<file path="config.mk">
export PLATFORM = sky130hd
export DESIGN_NAME = mycpu_exe_stage_flat
export DESIGN_NICKNAME = d
export VERILOG_FILES = /design/src/rtl/mycpu_exe_stage_if.sv /design/src/rtl/mycpu_exe_stage.sv /design/src/flat_wrapper.sv
export SDC_FILE = /design/constraint.sdc
export NUM_CORES = 1
export LEC_CHECK = 0
export CORE_AREA = 4 4 162 164
export CTS_CLUSTER_DIAMETER = 30
export DETAILED_ROUTE_END_ITERATION = 7
export DIE_AREA = 0 0 166 168
export MAX_ROUTING_LAYER = met4
export PLACE_DENSITY_LB_ADDON = 0.3
export SETUP_SLACK_MARGIN = 0.1
export SYNTH_ARGS = -nofsm -noshare
export SYNTH_HDL_FRONTEND = slang
export SYNTH_SLANG_ARGS = --single-unit
</file>
<file path="constraint.sdc">
create_clock -name clk -period 9.6 [get_ports clk]
set_input_delay 2.88 -clock clk [delete_from_list [all_inputs] [get_ports clk]]
set_output_delay 2.88 -clock clk [all_outputs]
set_load 0.03 [all_outputs]
</file>
<file path="src/rtl/mycpu_exe_stage_if.sv">
// rtl/mycpu_exe_stage_if.sv - decode/exe/memory handshake bundle for mycpu_exe_stage
interface mycpu_exe_stage_if;
  logic        ds_valid;
  logic        es_allowin;
  logic [31:0] rs_cont;
  logic [31:0] rt_cont;
  logic [4:0]  rd;
  logic [4:0]  rt;
  logic [15:0] immediate;
  logic [3:0]  aluop;
  logic        use_imm;
  logic        imm_sext;
  logic        dst_rt;
  logic        reg_we;
  logic        mem_re;
  logic        mem_we;
  logic        ms_allowin;
  logic        es_to_ms_valid;
  logic [31:0] es_result;
  logic [31:0] es_store_data;
  logic [4:0]  es_dest;
  logic        es_reg_we;
  logic        es_mem_re;
  logic        es_mem_we;
  logic        es_busy;

  modport master (
    output ds_valid, rs_cont, rt_cont, rd, rt, immediate, aluop,
           use_imm, imm_sext, dst_rt, reg_we, mem_re, mem_we, ms_allowin,
    input  es_allowin, es_to_ms_valid, es_result, es_store_data, es_dest,
           es_reg_we, es_mem_re, es_mem_we, es_busy
  );

  modport slave (
    input  ds_valid, rs_cont, rt_cont, rd, rt, immediate, aluop,
           use_imm, imm_sext, dst_rt, reg_we, mem_re, mem_we, ms_allowin,
    output es_allowin, es_to_ms_valid, es_result, es_store_data, es_dest,
           es_reg_we, es_mem_re, es_mem_we, es_busy
  );
endinterface

</file>
<file path="src/rtl/mycpu_exe_stage.sv">
// rtl/mycpu_exe_stage.sv - execute stage: ALU plus optional 32-cycle restoring DIVU
// Define MYCPU_EXE_DIV_EN to build the divider; otherwise aluop 12/13 return 0.
module mycpu_exe_stage (
  input  logic              clk,
  input  logic              rst,
  mycpu_exe_stage_if.slave  io_es
);

  logic        r_es_valid;
  logic [31:0] r_rs;
  logic [31:0] r_rt_cont;
  logic [15:0] r_imm;
  logic [3:0]  r_aluop;
  logic        r_use_imm;
  logic        r_imm_sext;
  logic        r_reg_we;
  logic        r_mem_re;
  logic        r_mem_we;
  logic [4:0]  r_dest;

  logic        w_ready_go;
  logic        w_allowin;
  logic        w_to_ms_valid;
  logic        w_busy;
  logic [31:0] w_b;
  logic [31:0] w_alu;
  logic [4:0]  w_shamt;

  assign w_allowin     = !r_es_valid || (w_ready_go && io_es.ms_allowin);
  assign w_to_ms_valid = r_es_valid && w_ready_go;
  assign w_shamt       = r_imm[10:6];
  assign w_b = !r_use_imm ? r_rt_cont :
               r_imm_sext ? {{16{r_imm[15]}}, r_imm} : {16'h0000, r_imm};

  always_ff @(posedge clk) begin
    if (rst) begin
      r_es_valid <= 1'b0;
    end else if (w_allowin) begin
      r_es_valid <= io_es.ds_valid;
    end
  end

  always_ff @(posedge clk) begin
    if (rst) begin
      r_reg_we <= 1'b0;
      r_mem_re <= 1'b0;
      r_mem_we <= 1'b0;
    end else if (io_es.ds_valid && w_allowin) begin
      r_rs       <= io_es.rs_cont;
      r_rt_cont  <= io_es.rt_cont;
      r_imm      <= io_es.immediate;
      r_aluop    <= io_es.aluop;
      r_use_imm  <= io_es.use_imm;
      r_imm_sext <= io_es.imm_sext;
      r_dest     <= io_es.dst_rt ? io_es.rt : io_es.rd;
      r_reg_we   <= io_es.reg_we;
      r_mem_re   <= io_es.mem_re;
      r_mem_we   <= io_es.mem_we;
    end
  end

`ifdef MYCPU_EXE_DIV_EN
  localparam logic [1:0] DIV_IDLE = 2'd0;
  localparam logic [1:0] DIV_RUN  = 2'd1;
  localparam logic [1:0] DIV_DONE = 2'd2;

  logic [1:0]  r_div_state;
  logic [4:0]  r_div_cnt;
  logic [31:0] r_div_q;
  logic [31:0] r_div_r;
  logic        w_is_div;
  logic [32:0] w_div_trial;
  logic [32:0] w_div_sub;

  assign w_is_div    = (r_aluop == 4'd12) || (r_aluop == 4'd13);
  // r_div_q starts as the dividend and shifts quotient bits in from the right
  assign w_div_trial = {r_div_r, r_div_q[31]};
  assign w_div_sub   = w_div_trial - {1'b0, w_b};

  always_ff @(posedge clk) begin
    if (rst) begin
      r_div_state <= DIV_IDLE;
      r_div_cnt   <= 5'd0;
    end else begin
      case (r_div_state)
        DIV_IDLE: if (r_es_valid && w_is_div) begin
          r_div_state <= DIV_RUN;
          r_div_q     <= r_rs;
          r_div_r     <= 32'd0;
          r_div_cnt   <= 5'd0;
        end
        DIV_RUN: begin
          r_div_q   <= {r_div_q[30:0], !w_div_sub[32]};
          r_div_r   <= w_div_sub[32] ? w_div_trial[31:0] : w_div_sub[31:0];
          r_div_cnt <= r_div_cnt + 5'd1;
          if (r_div_cnt == 5'd31) r_div_state <= DIV_DONE;
        end
        DIV_DONE: if (w_to_ms_valid && io_es.ms_allowin) r_div_state <= DIV_IDLE;
        default:  r_div_state <= DIV_IDLE;
      endcase
    end
  end

  assign w_ready_go = !w_is_div || (r_div_state == DIV_DONE);
  assign w_busy     = (r_div_state != DIV_IDLE);
`else
  assign w_ready_go = 1'b1;
  assign w_busy     = 1'b0;
`endif

  always_comb begin
    w_alu = 32'd0;
    case (r_aluop)
      4'd0:  w_alu = r_rs + w_b;
      4'd1:  w_alu = r_rs - w_b;
      4'd2:  w_alu = r_rs & w_b;
      4'd3:  w_alu = r_rs | w_b;
      4'd4:  w_alu = r_rs ^ w_b;
      4'd5:  w_alu = ~(r_rs | w_b);
      4'd6:  w_alu = {31'd0, $signed(r_rs) < $signed(w_b)};
      4'd7:  w_alu = {31'd0, r_rs < w_b};
      4'd8:  w_alu = w_b << w_shamt;
      4'd9:  w_alu = w_b >> w_shamt;
      4'd10: w_alu = $unsigned($signed(w_b) >>> w_shamt);
      4'd11: w_alu = {r_imm, 16'h0000};
`ifdef MYCPU_EXE_DIV_EN
      4'd12: w_alu = r_div_q;
      4'd13: w_alu = r_div_r;
`endif
      default: w_alu = 32'd0;
    endcase
  end

  assign io_es.es_allowin     = w_allowin;
  assign io_es.es_to_ms_valid = w_to_ms_valid;
  assign io_es.es_result      = w_alu;
  assign io_es.es_store_data  = r_rt_cont;
  assign io_es.es_dest        = r_dest;
  assign io_es.es_reg_we      = r_es_valid && r_reg_we;
  assign io_es.es_mem_re      = r_es_valid && r_mem_re;
  assign io_es.es_mem_we      = r_es_valid && r_mem_we;
  assign io_es.es_busy        = w_busy;

endmodule

</file>
<file path="src/flat_wrapper.sv">
// flat-port wrapper written by rule: the top's interface ports become plain ports
module mycpu_exe_stage_flat 
  (clk, rst, io_es_ds_valid, io_es_rs_cont, io_es_rt_cont, io_es_rd, io_es_rt, io_es_immediate, io_es_aluop, io_es_use_imm, io_es_imm_sext, io_es_dst_rt, io_es_reg_we, io_es_mem_re, io_es_mem_we, io_es_ms_allowin, io_es_es_allowin, io_es_es_to_ms_valid, io_es_es_result, io_es_es_store_data, io_es_es_dest, io_es_es_reg_we, io_es_es_mem_re, io_es_es_mem_we, io_es_es_busy);
  mycpu_exe_stage_if io_es_i ();
  input  logic clk;
  input  logic rst;
  input wire logic [$bits(io_es_i.ds_valid)-1:0] io_es_ds_valid;
  input wire logic [$bits(io_es_i.rs_cont)-1:0] io_es_rs_cont;
  input wire logic [$bits(io_es_i.rt_cont)-1:0] io_es_rt_cont;
  input wire logic [$bits(io_es_i.rd)-1:0] io_es_rd;
  input wire logic [$bits(io_es_i.rt)-1:0] io_es_rt;
  input wire logic [$bits(io_es_i.immediate)-1:0] io_es_immediate;
  input wire logic [$bits(io_es_i.aluop)-1:0] io_es_aluop;
  input wire logic [$bits(io_es_i.use_imm)-1:0] io_es_use_imm;
  input wire logic [$bits(io_es_i.imm_sext)-1:0] io_es_imm_sext;
  input wire logic [$bits(io_es_i.dst_rt)-1:0] io_es_dst_rt;
  input wire logic [$bits(io_es_i.reg_we)-1:0] io_es_reg_we;
  input wire logic [$bits(io_es_i.mem_re)-1:0] io_es_mem_re;
  input wire logic [$bits(io_es_i.mem_we)-1:0] io_es_mem_we;
  input wire logic [$bits(io_es_i.ms_allowin)-1:0] io_es_ms_allowin;
  output wire logic [$bits(io_es_i.es_allowin)-1:0] io_es_es_allowin;
  output wire logic [$bits(io_es_i.es_to_ms_valid)-1:0] io_es_es_to_ms_valid;
  output wire logic [$bits(io_es_i.es_result)-1:0] io_es_es_result;
  output wire logic [$bits(io_es_i.es_store_data)-1:0] io_es_es_store_data;
  output wire logic [$bits(io_es_i.es_dest)-1:0] io_es_es_dest;
  output wire logic [$bits(io_es_i.es_reg_we)-1:0] io_es_es_reg_we;
  output wire logic [$bits(io_es_i.es_mem_re)-1:0] io_es_es_mem_re;
  output wire logic [$bits(io_es_i.es_mem_we)-1:0] io_es_es_mem_we;
  output wire logic [$bits(io_es_i.es_busy)-1:0] io_es_es_busy;
  assign io_es_i.ds_valid = io_es_ds_valid;
  assign io_es_i.rs_cont = io_es_rs_cont;
  assign io_es_i.rt_cont = io_es_rt_cont;
  assign io_es_i.rd = io_es_rd;
  assign io_es_i.rt = io_es_rt;
  assign io_es_i.immediate = io_es_immediate;
  assign io_es_i.aluop = io_es_aluop;
  assign io_es_i.use_imm = io_es_use_imm;
  assign io_es_i.imm_sext = io_es_imm_sext;
  assign io_es_i.dst_rt = io_es_dst_rt;
  assign io_es_i.reg_we = io_es_reg_we;
  assign io_es_i.mem_re = io_es_mem_re;
  assign io_es_i.mem_we = io_es_mem_we;
  assign io_es_i.ms_allowin = io_es_ms_allowin;
  assign io_es_es_allowin = io_es_i.es_allowin;
  assign io_es_es_to_ms_valid = io_es_i.es_to_ms_valid;
  assign io_es_es_result = io_es_i.es_result;
  assign io_es_es_store_data = io_es_i.es_store_data;
  assign io_es_es_dest = io_es_i.es_dest;
  assign io_es_es_reg_we = io_es_i.es_reg_we;
  assign io_es_es_mem_re = io_es_i.es_mem_re;
  assign io_es_es_mem_we = io_es_i.es_mem_we;
  assign io_es_es_busy = io_es_i.es_busy;
  mycpu_exe_stage u_core (.clk(clk), .rst(rst), .io_es(io_es_i));
endmodule
</file>
==> flow_summary.toml <==
[critical_path]
max_stage_delay_ns = 0.81
end_kind = "output port"
path_class = "reg -> out"
worst_r2r_startpoint = "u_core.io_es.es_to_ms_valid"
slowest_stage = "mux2i_1"
crit_arrival_ns = 5.83
worstSetupStartpointType = "register"
crit_chain = "buf_4 > mux2i_1 > ha_1 > inv_1 > nand3_1 > or3_1 > o21ai_0 > a211oi_1 > a2111oi_0 > a22oi_1 > clkdlybuf4s50_1"
worstPathMaxFanout = 55
ff2ff_path_depth = 4
reg2reg_slack_ns = 7.76
cp_data_required_time_ns = 6.72
rr_endpoint = "u_core.r_rs[30]"

[synthesis]
ys_ff_latch = 95
synthCells = 1674
syn_avg_cell_area_um2 = 8.07
synth_cell_types = 103
synth_area_leaders = "edfxtp_1, ha_1, mux4_2"
synth_top_area_frac = 0.202
async_reset_ff_frac = 0
seq_area_frac_synth = 0.208
yosysTopAreaCell = "edfxtp_1"
syn-cell-area_um2 = 13500
ys.flop_type = "edfxtp_1"
yosys_warnings = 0
synth_fp_nets = 1878
synth_edf_count = 91

[detailed_routing]
drtPass1Iterations = 8
wl_per_cell_um = 29.1
via_per_inst = 7.35
ant_nets = 0
drc = 0
vias = 15432
drt_iter0_drc = 2875
wl_um = 61100

[flow_run]
drv_cap = 0

[cts]
cts_setup_buffers = 0
cts.clk_slew.worst_paths_ns = 0.09
numCtsBuffers = 9
cts_max_level = 3
ctsHoldBuffers = 0
clock-sinks = 95
cts_tree = "built"
cts-root-buf = "clkbuf_16"
post_cts_resize_count = 0
insertion_delay_ns = 0.40
clk_path_buf_depth = 2

[final_layout]
fin_nets = 1964
syn_to_final_growth_pct = 16.1
drive_gt1_frac = 0.0873

[place]
dp_slack_ns = 1.42
gp_congestion = 1.08
io_buffer_count = 177
dp_hpwl_um = 46000

[min_path]
hold_depth = 2
min-delay-start = "u_core.r_mem_re"
hold_end = "u_core.r_mem_re"
min_path_type = "reg -> reg"

[floorplan]
core_area_um2 = 24900
rows = 58
ioPinCount = 179
die_w_um = 166
die_area_um2 = 27900
die_h_um = 168
initial_core_util = 0.543

[timing]
relSlewSlack = 0.357
setup_ws_ns = 0.889
fin_tns_setup_ns = 0
rsz0062_at_grt = "false"
skew_ns = 0.0235
post-route-min-period_ns = 8.71
fin_crit_sh = 0.907
maxSlewViolCount = 0
hold_viol = 0
tightest_slew_ns = 0.963
setup_viol_count_final = 0
max_freq_ghz = 0.115

[global_route]
grt_pass1_vias = 14185
grt_max_degree = 74
antenna_found_initial = 3
grt_pass1_wl_um = 89000
gr-total-overflow = 0
grtUsageTotal = 0.425

[run_status]
status = "finished, final reports clean"

[power]
p_leak_nw = 6.01
power_density_nw_per_um2 = 103
ir_drop_mv = 0.0872
[metrics by stage]
stage | cells | hold slack [ns] | util | area (µm²) | total power [mW]
after CTS | 2095 | 0.454 | 0.630 | 15700 | 1.58
after detailed placement | 2079 | 0.442 | 0.617 | 15400 | 1.17
after global routing | 2098 | 0.486 | 0.630 | 15700 | 1.66
after global placement | 2079 | 0.439 | 0.617 | 15400 | 1.17
after floorplan | 1674 | 0.426 | - | 13500 | 0.931
final | 2099 | 0.454 | 0.630 | 15700 | 1.61
[critical path: cells and delay by family, from the launching register on]
kind | cells | cell delay [ns]
flip-flops | 1 | 0.69
AO/OA/AOI/OAI | 4 | 1.43
AND/OR/NAND/NOR | 2 | 0.53
buffers and inverters | 3 | 1.44
adder cells (fa/ha/maj) | 1 | 0.53
multiplexers | 1 | 0.81
[cells in the mapped netlist, drive strengths merged, types with 39 or more instances]
cell    number
inv        104
a21oi      137
ha          98
o21ai      112
edfxtp      91
nor2       165
nand2      147
mux2i       67
clkbuf      76
nand3       42
mux4        39
buf         55
[area by class of cell]
type	count	area, µm²
Sequential cell	95	2810
Inverter	106	398
Clock inverter	7	86.3
Fill cell	2129	9200
Clock buffer	9	225
Multi-Input combinational cell	1342	9760
Antenna cell	4	10.0
Tap cell	330	413
Timing Repair Buffer	206	1990
[where the power goes]
part | total [mW] | internal, mW | switching [mW]
Combinational | 0.685 | 0.260 | 0.425
Sequential | 0.509 | 0.476 | 0.0330
Clock | 0.417 | 0.189 | 0.228
Total | 1.61 | 0.926 | 0.686
[layer usage]
layer	track usage	routed length (µm)	part of all wire
met5	-	0	0
met4	0.204	3850	0.063
met3	0.135	8970	0.15
met2	0.633	26100	0.43
met1	0.525	22200	0.36
[sequential cells by signal, summed over array words and instances, names as in the netlist]
signal                       cells
u_core.r_aluop                   4
u_core.r_mem_we                  1
u_core.r_mem_re                  1
u_core.r_imm_sext                1
u_core.r_reg_we                  1
u_core.r_imm                    16
u_core.io_es.es_dest             5
u_core.io_es.es_to_ms_valid      1
u_core.r_rs                     32
u_core.io_es.es_store_data      32
u_core.r_use_imm                 1
[logic make-up after synthesis]
group | synth area share
xor gates and xnor gates | 0.00648
and+or+nand+nor | 0.184
AOI/OAI and AO/OA | 0.298
buffers and inverters | 0.0751
adders and majority gates | 0.0937
other | 0.000277
DFF | 0.208
muxes | 0.135
[worst max path at each step]
stage | from | end | slack [ns]
after floorplan | io_es_ms_allowin | u_core.io_es.es_dest[0] | 1.83
after global placement | u_core.r_use_imm | io_es_es_result[29] | 1.49
final | u_core.r_use_imm | io_es_es_result[29] | 0.89
after global routing | u_core.r_use_imm | io_es_es_result[29] | 0.69
after detailed placement | u_core.r_use_imm | io_es_es_result[29] | 1.42
after CTS | u_core.r_use_imm | io_es_es_result[29] | 1.0
[cell usage in the layout (no fill, tap or decap), types with 18 or more instances in the layout]
cell type	instances
nand2_1	146
o21ai_0	96
mux2i_1	60
inv_1	93
edfxtp_1	91
nor2_1	163
a221oi_1	29
a21oi_1	136
nor2b_1	20
nand2b_1	25
nand3_1	41
ha_1	98
o211ai_1	26
a211oi_1	32
buf_4	29
mux4_2	38
clkdlybuf4s50_1	177
nor3_1	31
a21o_1	18
No activity file was read; power rests on OpenSTA's default activity.
